<file path="src/rtl/uart_cmd_pkg.sv">
//------------------------------------------------------------------------------
// uart_cmd_pkg: frame constants, op/state encodings and frame byte helper
//               for the badge UART command initiator.
// Revision: 1.0
//------------------------------------------------------------------------------
`default_nettype none

package uart_cmd_pkg;

  localparam int unsigned FRAME_BYTES = 18;
  localparam int unsigned SHOOT_BYTES = 3;

  localparam logic [7:0] MODE_SHOOT   = 8'd65;
  localparam logic [7:0] MODE_SEND_TX = 8'd64;
  localparam logic [7:0] MODE_KEY     = 8'd66;
  localparam logic [7:0] MODE_PT      = 8'd67;

  typedef enum logic [1:0] {
    OP_SHOOT   = 2'd0,
    OP_SEND_TX = 2'd1,
    OP_KEY     = 2'd2,
    OP_PT      = 2'd3
  } cmd_op_e;

  typedef enum logic [1:0] {
    ST_IDLE      = 2'd0,
    ST_SEND      = 2'd1,
    ST_WAIT_RESP = 2'd2
  } state_e;

  function automatic logic [7:0] mode_byte(input cmd_op_e op);
    logic [7:0] m;
    case (op)
      OP_SHOOT:   m = MODE_SHOOT;
      OP_SEND_TX: m = MODE_SEND_TX;
      OP_KEY:     m = MODE_KEY;
      default:    m = MODE_PT;
    endcase
    return m;
  endfunction

  function automatic logic [4:0] last_idx(input cmd_op_e op);
    return (op == OP_SHOOT) ? 5'(SHOOT_BYTES - 1) : 5'(FRAME_BYTES - 1);
  endfunction

  // idx is the send position: 0 goes out first, last_idx(op) last.
  function automatic logic [7:0] frame_byte(input cmd_op_e      op,
                                            input logic [7:0]   arg,
                                            input logic [127:0] payload,
                                            input logic [4:0]   idx);
    logic [127:0] sh;
    logic [7:0]   b;
    sh = payload >> (32'd8 * (32'd16 - 32'(idx)));
    b  = 8'h00;
    if (idx == 5'd0 || idx == last_idx(op)) begin
      b = mode_byte(op);
    end else begin
      case (op)
        OP_SHOOT:   b = arg;
        OP_SEND_TX: b = (idx == 5'd16) ? arg : 8'h00;
        default:    b = sh[7:0];
      endcase
    end
    return b;
  endfunction

endpackage

`default_nettype wire

</file>
<file path="src/rtl/uart_cmd_resp_capture.sv">
//------------------------------------------------------------------------------
// uart_cmd_resp_capture: collects the peer's 18-byte reply with a per-byte
//                        restarting timeout while en_i is high.
// Revision: 1.0
//------------------------------------------------------------------------------
`default_nettype none

module uart_cmd_resp_capture
  import uart_cmd_pkg::*;
#(
  parameter int unsigned TIMEOUT_CYCLES = 5_167_000
) (
  input  logic         clk_i,
  input  logic         nreset_i,
  input  logic         en_i,
  input  logic [7:0]   rx_data_i,
  input  logic         rx_valid_i,
  output logic         finish_o,
  output logic [143:0] resp_data_o,
  output logic         resp_valid_o,
  output logic         resp_timeout_o
);

  localparam int unsigned RESP_W  = FRAME_BYTES * 8;
  localparam int unsigned SHIFT_W = RESP_W - 8;
  localparam int unsigned TO_W    = (TIMEOUT_CYCLES > 1) ? $clog2(TIMEOUT_CYCLES) : 1;

  logic [SHIFT_W-1:0] shift_q, shift_d;
  logic [RESP_W-1:0]  resp_q, resp_d;
  logic [4:0]         cnt_q, cnt_d;
  logic [TO_W-1:0]    to_q, to_d;
  logic               valid_q, valid_d;
  logic               tmo_q, tmo_d;
  logic               w_done;
  logic               w_expire;

  always_comb begin
    w_done   = en_i && rx_valid_i && (cnt_q == 5'(FRAME_BYTES - 1));
    w_expire = en_i && !rx_valid_i && (to_q == TO_W'(TIMEOUT_CYCLES - 1));
    shift_d  = shift_q;
    resp_d   = resp_q;
    cnt_d    = cnt_q;
    to_d     = to_q;
    valid_d  = w_done;
    tmo_d    = w_expire;
    if (!en_i) begin
      cnt_d = 5'd0;
      to_d  = '0;
    end else if (rx_valid_i) begin
      // The final byte goes straight into the reply; the shifter only holds 17.
      shift_d = {shift_q[SHIFT_W-9:0], rx_data_i};
      to_d    = '0;
      if (w_done) begin
        resp_d = {shift_q, rx_data_i};
        cnt_d  = 5'd0;
      end else begin
        cnt_d = cnt_q + 5'd1;
      end
    end else if (w_expire) begin
      to_d = '0;
    end else begin
      to_d = to_q + TO_W'(1);
    end
  end

  always_ff @(posedge clk_i) begin
    if (!nreset_i) begin
      shift_q <= '0;
      resp_q  <= '0;
      cnt_q   <= 5'd0;
      to_q    <= '0;
      valid_q <= 1'b0;
      tmo_q   <= 1'b0;
    end else begin
      shift_q <= shift_d;
      resp_q  <= resp_d;
      cnt_q   <= cnt_d;
      to_q    <= to_d;
      valid_q <= valid_d;
      tmo_q   <= tmo_d;
    end
  end

  assign finish_o       = w_done || w_expire;
  assign resp_data_o    = resp_q;
  assign resp_valid_o   = valid_q;
  assign resp_timeout_o = tmo_q;

endmodule

`default_nettype wire

</file>
<file path="src/rtl/uart_cmd_initiator.sv">
//------------------------------------------------------------------------------
// uart_cmd_initiator: builds and sends badge command frames over a byte UART;
//                     UART_CMD_RESP_EN adds reply capture after SEND_TX.
// Revision: 1.0
//------------------------------------------------------------------------------
`default_nettype none

module uart_cmd_initiator
  import uart_cmd_pkg::*;
#(
  parameter int unsigned CLK_FREQ        = 103_340_000,
  parameter int unsigned RESP_TIMEOUT_MS = 50
) (
  input  logic         clk_i,
  input  logic         nreset_i,
  input  logic         cmd_valid_i,
  output logic         cmd_ready_o,
  input  logic [1:0]   cmd_op_i,
  input  logic [7:0]   cmd_arg_i,
  input  logic [127:0] cmd_payload_i,
  output logic [7:0]   tx_data_o,
  output logic         tx_valid_o,
  input  logic         tx_ready_i,
  input  logic [7:0]   rx_data_i,
  input  logic         rx_valid_i,
  output logic [143:0] resp_data_o,
  output logic         resp_valid_o,
  output logic         resp_timeout_o,
  output logic         busy_o
);

  localparam int unsigned TIMEOUT_CYCLES = CLK_FREQ / 1000 * RESP_TIMEOUT_MS;

  state_e         state_q, state_d;
  cmd_op_e        op_q;
  logic [7:0]     arg_q;
  logic [127:0]   payload_q;
  logic [4:0]     idx_q, idx_d;
  logic           w_load;
  logic           w_cap_finish;
  state_e         w_after_send;

  always_comb begin
    state_d = state_q;
    idx_d   = idx_q;
    w_load  = 1'b0;
    case (state_q)
      ST_IDLE: begin
        if (cmd_valid_i) begin
          w_load  = 1'b1;
          idx_d   = 5'd0;
          state_d = ST_SEND;
        end
      end
      ST_SEND: begin
        if (tx_ready_i) begin
          if (idx_q == last_idx(op_q)) begin
            idx_d   = 5'd0;
            state_d = w_after_send;
          end else begin
            idx_d = idx_q + 5'd1;
          end
        end
      end
      ST_WAIT_RESP: begin
        if (w_cap_finish) begin
          state_d = ST_IDLE;
        end
      end
      default: state_d = ST_IDLE;
    endcase
  end

  always_ff @(posedge clk_i) begin
    if (!nreset_i) begin
      state_q <= ST_IDLE;
      idx_q   <= 5'd0;
    end else begin
      state_q <= state_d;
      idx_q   <= idx_d;
    end
  end

  always_ff @(posedge clk_i) begin
    if (!nreset_i) begin
      op_q      <= OP_SHOOT;
      arg_q     <= 8'h00;
      payload_q <= '0;
    end else if (w_load) begin
      op_q      <= cmd_op_e'(cmd_op_i);
      arg_q     <= cmd_arg_i;
      payload_q <= cmd_payload_i;
    end
  end

  assign cmd_ready_o = (state_q == ST_IDLE);
  assign busy_o      = (state_q != ST_IDLE);
  assign tx_valid_o  = (state_q == ST_SEND);
  assign tx_data_o   = tx_valid_o ? frame_byte(op_q, arg_q, payload_q, idx_q) : 8'h00;

`ifdef UART_CMD_RESP_EN
  assign w_after_send = (op_q == OP_SEND_TX) ? ST_WAIT_RESP : ST_IDLE;

  uart_cmd_resp_capture #(
    .TIMEOUT_CYCLES (TIMEOUT_CYCLES)
  ) u_capture (
    .clk_i          (clk_i),
    .nreset_i       (nreset_i),
    .en_i           (state_q == ST_WAIT_RESP),
    .rx_data_i      (rx_data_i),
    .rx_valid_i     (rx_valid_i),
    .finish_o       (w_cap_finish),
    .resp_data_o    (resp_data_o),
    .resp_valid_o   (resp_valid_o),
    .resp_timeout_o (resp_timeout_o)
  );
`else
  logic w_unused_rx;

  assign w_after_send   = ST_IDLE;
  assign w_cap_finish   = 1'b0;
  assign resp_data_o    = '0;
  assign resp_valid_o   = 1'b0;
  assign resp_timeout_o = 1'b0;
  assign w_unused_rx    = ^{rx_data_i, rx_valid_i, 32'(TIMEOUT_CYCLES)};
`endif

endmodule

`default_nettype wire
</file>
<file path="config.mk">
export PLATFORM = sky130hd
export DESIGN_NAME = uart_cmd_initiator
export DESIGN_NICKNAME = d
export VERILOG_FILES = /design/src/rtl/uart_cmd_pkg.sv /design/src/rtl/uart_cmd_resp_capture.sv /design/src/rtl/uart_cmd_initiator.sv
export SDC_FILE = /design/constraint.sdc
export NUM_CORES = 1
export LEC_CHECK = 0
export CORE_UTILIZATION = 48
export DETAILED_ROUTE_END_ITERATION = 7
export GPL_TIMING_DRIVEN = 0
export PLACE_DENSITY = 0.87
export SLEW_MARGIN = 10
export SYNTH_ARGS = -nofsm -noshare
export SYNTH_HDL_FRONTEND = slang
export SYNTH_SLANG_ARGS = --single-unit
</file>
<file path="constraint.sdc">
create_clock -name clk_i -period 4.35 [get_ports clk_i]
set_input_delay 0.87 -clock clk_i [delete_from_list [all_inputs] [get_ports clk_i]]
set_output_delay 0.87 -clock clk_i [all_outputs]
set_load 0.03 [all_outputs]
</file>
Word level (Yosys, flattened, before mapping). Cells that the tools add are included.

Register bits: 145. Bits of input ports: 151. Output and inout port bits: 157. Word-level logic and storage cells: 42.

Add/subtract/negate cells: 2. Equal/unequal tests: 9. Shift-type cells: 1. Muxes and demuxes: 16. Bitwise logic cells: 1. Reductions and logical operators: 8.

Operators by type and width (count): $shr A128 B32 Y8 (1); $mux W8 (3); $mux W5 (4); $pmux W8 S2 (1); $pmux W2 S3 (2); $pmux W5 S2 (1); $mux W2 (3); $sub A5 B5 Y6 const A (1); $add A5 B1 Y5 const B (1); $eq A5 B5 Y1 (1); $eq A5 B5 Y1 const B (1); $logic_not A5 Y1 (1); $eq A2 B1 Y1 const B (2); $eq A2 B2 Y1 const B (2); $logic_not A2 Y1 (2); $ne A2 B1 Y1 const B (2); $reduce_and A4 Y1 (1); $reduce_bool A2 Y1 (2); $reduce_and A3 Y1 (1); $mux W1 (2); $ne A2 B2 Y1 const B (1); $logic_or A1 B1 Y1 (1); $not A1 Y1 (1).

Depth between registers and ports, before layout.
Depth after elaboration: 6. Mapped depth: 11. Mapped depth without buffers: 8.

Worst setup path after synthesis. Ideal clock, no wire load.

Path type: register to output. From: register idx_q[0]. To: output port tx_data_o[3]. Arrival time: 2.575 ns. Data required time: 3.480 ns. Path slack: 0.905 ns. Cell stages (with the launch flop): 10. Buffers on the path: 4. Cells stage by stage: dfxtp_1 buf_6 inv_1 ha_1 buf_2 buf_6 buf_6 mux4_2 o221ai_1 a221oi_1.

Longest elaborated chain between the ends: 5. Elaborated cells between the ends (all ways): 10. Those cells by class: add/sub (1); eq/ne (2); shift (1); mux (4); reduce/logical (2).

RTL lines: start: declaration (RTL line uart_cmd_initiator.sv:38) `logic [4:0] idx_q, idx_d;`; start signal: assignment (RTL line uart_cmd_initiator.sv:80) `idx_q <= idx_d;`; $sub A5 B5 Y6 / $eq A5 B5 Y1 (equally long branches) (RTL line uart_cmd_pkg.sv:53, uart_cmd_pkg.sv:60); $shr A128 B32 Y8 / $mux W8 (equally long branches) (RTL line uart_cmd_pkg.sv:53, uart_cmd_pkg.sv:60); $pmux W8 S2 (RTL line uart_cmd_pkg.sv:58) `case (op)`; $mux W8 (*) (RTL line uart_cmd_pkg.sv:55) `if (idx == 5'd0 || idx == last_idx(op)) begin`; $mux W8 (*) (RTL line uart_cmd_initiator.sv:99) `assign tx_data_o = tx_valid_o ? frame_byte(op_q, arg_q, payload_q, idx_q) : 8'h00;`; end: declaration (RTL line uart_cmd_initiator.sv:21) `output logic [7:0] tx_data_o,`.

Mark *: on every way between the ends. The rest lies on a longest branch, timed or not.

Final worst setup path.
From: register idx_q[0]. To: output port tx_data_o[7].

Same word-level chain as after synthesis.

==> impl_table.tex <==
\begin{tabular}{lr}
\hline
Metric & Value \\
\hline
\multicolumn{2}{l}{\textbf{STA}} \\
\quad Clock period minus worst slack & $\sim$4.2 ns \\
\quad TNS Setup & 0 ns \\
\quad Count of endpoints failing hold in the final timing report & 0 \\
\quad Final setup violation count & 0 \\
\quad Setup repair after global routing missed its margin & false \\
\quad Peak clock frequency supported by timing & between 0.2 and 0.25 GHz \\
\quad Worst hold margin & between 0.4 and 0.5 ns \\
\quad Worst slew margin & a little under three fifths \\
\quad Worst clock skew & 0.004992 ns \\
\quad Slew Viols, Final & 0 \\
\quad Crit share post-route & between 90\% and 100\% \\
\quad Worst Max-Slew Pin Slew & 0.6733 ns \\
\multicolumn{2}{l}{\textbf{Final layout}} \\
\quad Final-layout fill cell count & approximately 1200 \\
\quad Layout cells sized above 1 & around 18\% \\
\quad N\_diodes & 0 \\
\quad Final std cells w/o fill & 1450 \\
\quad Multi-input combinational cell area & roughly 0.0041 mm2 \\
\quad Area growth from synthesis to layout & 37.21\% \\
\quad Seq. cell area & a little under 0.003 mm2 \\
\quad Total Nets Final & between 1000 and 1500 \\
\multicolumn{2}{l}{\textbf{Clock tree}} \\
\quad Clk sinks & about 140 \\
\quad Worst skew pair latency & 0.44 ns \\
\quad CTS H-tree lvls & 4 \\
\quad Clock transition at the registers of the reported paths & around 0.060 ns \\
\quad Hold buffer count at cts & 0 \\
\quad Total CTS buffers & 17 \\
\quad Clock tree from TritonCTS & yes \\
\quad Cell chosen for the clock root & clkbuf\_16 \\
\quad Maximum number of buffers from clock root to sink & 2 \\
\quad Buffers inserted during post-CTS setup optimization & 0 \\
\multicolumn{2}{l}{\textbf{Global route}} \\
\quad Aggregate global routing overflow & 0 \\
\quad Largest net degree at the start of global routing & 17 \\
\quad Number of global-route vias before repair & between 6000 and 7000 \\
\quad Wire length of the first global-routing pass & 31140 um \\
\quad Overall routing resource usage & 24.49\% \\
\quad Initial antenna violation count & 0 \\
\multicolumn{2}{l}{\textbf{Flow run}} \\
\quad Max Cap Violations & 0 \\
\multicolumn{2}{l}{\textbf{Place}} \\
\quad Count of input and output buffers & between 150 and 200 \\
\quad Inst Count DP & 1418 \\
\quad Placer Congestion & between 0.8 and 0.9 \\
\quad Half-perimeter wire length of the detailed placement result & roughly 16000 um \\
\multicolumn{2}{l}{\textbf{Critical path}} \\
\quad Crit path buf inv count & 6 \\
\quad Required @ worst endpoint & $\sim$3.5 ns \\
\quad Critical path origin & idx\_q[0] \\
\quad Type of the setup path with the least slack & flop to primary output \\
\quad Kind of end point of the critical path & primary output \\
\quad Highest fanout seen on the critical path & 10 \\
\quad Arrival time of the worst setup path & around 3.3 ns \\
\quad Crit path cell chain & buf\_6 -> inv\_1 -> ha\_1 -> buf\_2 -> buf\_6 -> buf\_4 -> mux4\_2 -> nand2\_1 -> a21o\_1 -> a221oi\_1 -> dlygate4sd2\_1 \\
\quad Max stage delay cell, worst path & dlygate4sd2\_1 \\
\quad Most common cell on crit path & buf\_6 \\
\quad Largest incremental delay on the critical path & 0.47 ns \\
\quad R2r startpoint & state\_q[0] \\
\quad Top cell family by delay on the critical path & buffers and inverters \\
\quad Startpoint kind of the worst setup timing path & flop \\
\multicolumn{2}{l}{\textbf{Synth}} \\
\quad Share of synthesized flip-flops with an asynchronous set or reset & 0\% \\
\quad Fraction of the yosys area taken by sequential cells & $\sim$37\% \\
\quad Cell count after synthesis & just over 900 \\
\quad Flop and latch count out of synthesis & 144 \\
\quad Yosys warning count & 0 \\
\quad Mean cell area of the mapped netlist & about 8.7 um2 \\
\quad Cell variety after synth & 47 \\
\quad Number of flops mapped to enable cells by yosys & 0 \\
\quad Netlist Area Pre-Place & between 0.007 and 0.008 mm2 \\
\quad Most instantiated flip-flop cell in the synthesis netlist & dfxtp\_1 \\
\multicolumn{2}{l}{\textbf{Drt}} \\
\quad Average wire per standard cell & roughly 14 um \\
\quad Number of routed nets with antenna violations & 0 \\
\quad Starting DRT DRC Count & between 500 and 600 \\
\quad Vias & roughly 6800 \\
\quad Via count normalized by instance count & $\sim$4.7 \\
\quad DRC violations left & 0 \\
\quad Initial DRT Pass Iterations & 6 \\
\quad Total Wirelength & around 21000 um \\
\multicolumn{2}{l}{\textbf{Status}} \\
\quad Run status & finished clean \\
\multicolumn{2}{l}{\textbf{Die}} \\
\quad Starting density of the core & between 40 and 50\% \\
\quad Row cnt & 46 \\
\quad Total Die Area & roughly 0.017 mm2 \\
\quad Total core area & roughly 0.016 mm2 \\
\quad Horizontal die dimension & 130.2 um \\
\quad Height of the die & around 130 um \\
\quad Top-Level Pins & 308 \\
\multicolumn{2}{l}{\textbf{Min path}} \\
\quad Hold\_sp & payload\_q[90] \\
\quad Hold/Removal Path Class & flop to flop \\
\multicolumn{2}{l}{\textbf{Power}} \\
\quad Power per Cell Area & 351.9 mW/mm2 \\
\quad Leakage power figure & 4.679 nW \\
\quad Worst IR drop on VDD & approximately 0.00027 V \\
\hline
\end{tabular}
Yosys cell counts (2+ instances only):
| master | instances | area, um2 |
|---|---|---|
| o221ai_1 | 5 | 43.79 |
| a21boi_1 | 35 | 262.8 |
| clkbuf_1 | 45 | 168.9 |
| nor2_1 | 9 | 33.78 |
| nand4_1 | 2 | 12.51 |
| nor3b_1 | 2 | 15.01 |
| dfxtp_1 | 144 | 2883 |
| a221oi_1 | 5 | 43.79 |
| nor4bb_1 | 2 | 20.02 |
| xor2_2 | 2 | 32.53 |
| ha_1 | 8 | 100.1 |
| mux4_1 | 10 | 262.8 |
| buf_4 | 149 | 1119 |
| a21o_1 | 6 | 45.04 |
| buf_6 | 7 | 78.83 |
| mux4_2 | 23 | 518.0 |
| o21ai_1 | 2 | 10.01 |
| mux2_2 | 2 | 22.52 |
| nand2_1 | 301 | 1130 |
| o21ai_0 | 7 | 35.03 |
| nor3_1 | 2 | 10.01 |
| mux2i_1 | 2 | 20.02 |
| a31oi_1 | 3 | 18.77 |
| nand2b_1 | 2 | 12.51 |
| a21boi_0 | 103 | 773.2 |
| inv_1 | 6 | 22.52 |
| xor2_1 | 2 | 17.52 |
cell families (layout without fill, tap and decap cells):
logic type / count (synthesis) / count (layout) / synth area share (%)
and+or+nand+nor: 328 / 328 / 16.41
buffers and inverters: 210 / 393 / 17.91
AOI/OAI and AO/OA: 172 / 172 / 16.41
DFF: 144 / 144 / 36.56
muxes: 37 / 37 / 10.44
adders and majority gates: 8 / 8 / 1.269
xor gates and xnor gates: 6 / 6 / 0.9522
other: 1 / 146 / 0.04756
metal layers:
| metal | part of all wire (%) | global-route usage, % | routed length, um |
|---|---|---|---|
| met5 | 0 | 0 | 0 |
| met4 | 2.8 | 10.33 | 578 |
| met3 | 8.9 | 5.822 | 1853 |
| met2 | 48 | 41.49 | 10130 |
| met1 | 40 | 29.74 | 8337 |
worst register-to-register path: cells and delay by family, from the launching register on:
kind	cells	cell delay [ns]
compound gates	1	0.18
flops	1	0.47
simple gates	2	0.40
buf+inv	2	1.00
worst paths after layout:
check             slack (ns)             to  cells past startpoint
setup / recovery        0.14   tx_data_o[7]                     11
hold / removal          0.45  payload_q[90]                      2
setup reg to reg        2.22       arg_q[7]                      5
hold reg to reg         0.45  payload_q[90]                      2
metrics by stage:
step | setup slack (ns) | power (W) | area (um2) | utilization [%]
detailed placement | 0.1386 | 0.002296 | 10210 | 64.05
global placement | 0.1745 | 0.002282 | 10210 | 64.05
global route | 0.01271 | 0.003932 | 10820 | 67.86
floorplan | 0.9048 | 0.002044 | 8429 | -
CTS | 0.01666 | 0.003790 | 10820 | 67.89
finish | 0.1394 | 0.003807 | 10820 | 67.86
layout make-up:
| type | count | area share [%] |
|---|---|---|
| buffer | 204 | 12.85 |
| sequential | 144 | 26.65 |
| inverter | 6 | 0.2082 |
| clock inverter | 9 | 1.203 |
| tap | 216 | 2.498 |
| clock buffer | 23 | 4.510 |
| timing repair buffer | 151 | 13.77 |
| multi-input combinational | 697 | 38.31 |
timing repair:
| action | in CTS | in global routing |
|---|---|---|
| endpoints found under the setup margin | 8 | 3 |
| endpoints found under the hold margin | 0 | 0 |
| resized for setup | 9 | 8 |
| pin swaps | 0 | 0 |
state kept, by name (all words and copies together), names as in the netlist:
signal     flops
idx_q          5
state_q        1
op_q           2
arg_q          8
payload_q    128
layout by cell type (no fill, tap or decap), types with 7 or more instances in the layout:
master	instances
conb_1	146
o21ai_0	7
buf_6	7
a21boi_1	35
a21boi_0	103
clkbuf_16	17
ha_1	8
buf_4	149
nor2_1	9
mux4_2	23
clkdlybuf4s50_1	143
clkbuf_1	47
dfxtp_1	144
mux4_1	10
nand2_1	301
power by group:
group | switching [W] | leakage (nW) | total (W) | internal (W)
combinational | 0.000462 | 3.19 | 0.000843 | 0.000381
sequential | 0.0000473 | 1.18 | 0.00144 | 0.00139
clock | 0.000562 | 0.303 | 0.00152 | 0.000961
total | 0.00107 | 4.68 | 0.00381 | 0.00274
No activity file was read; power rests on OpenSTA's default activity.
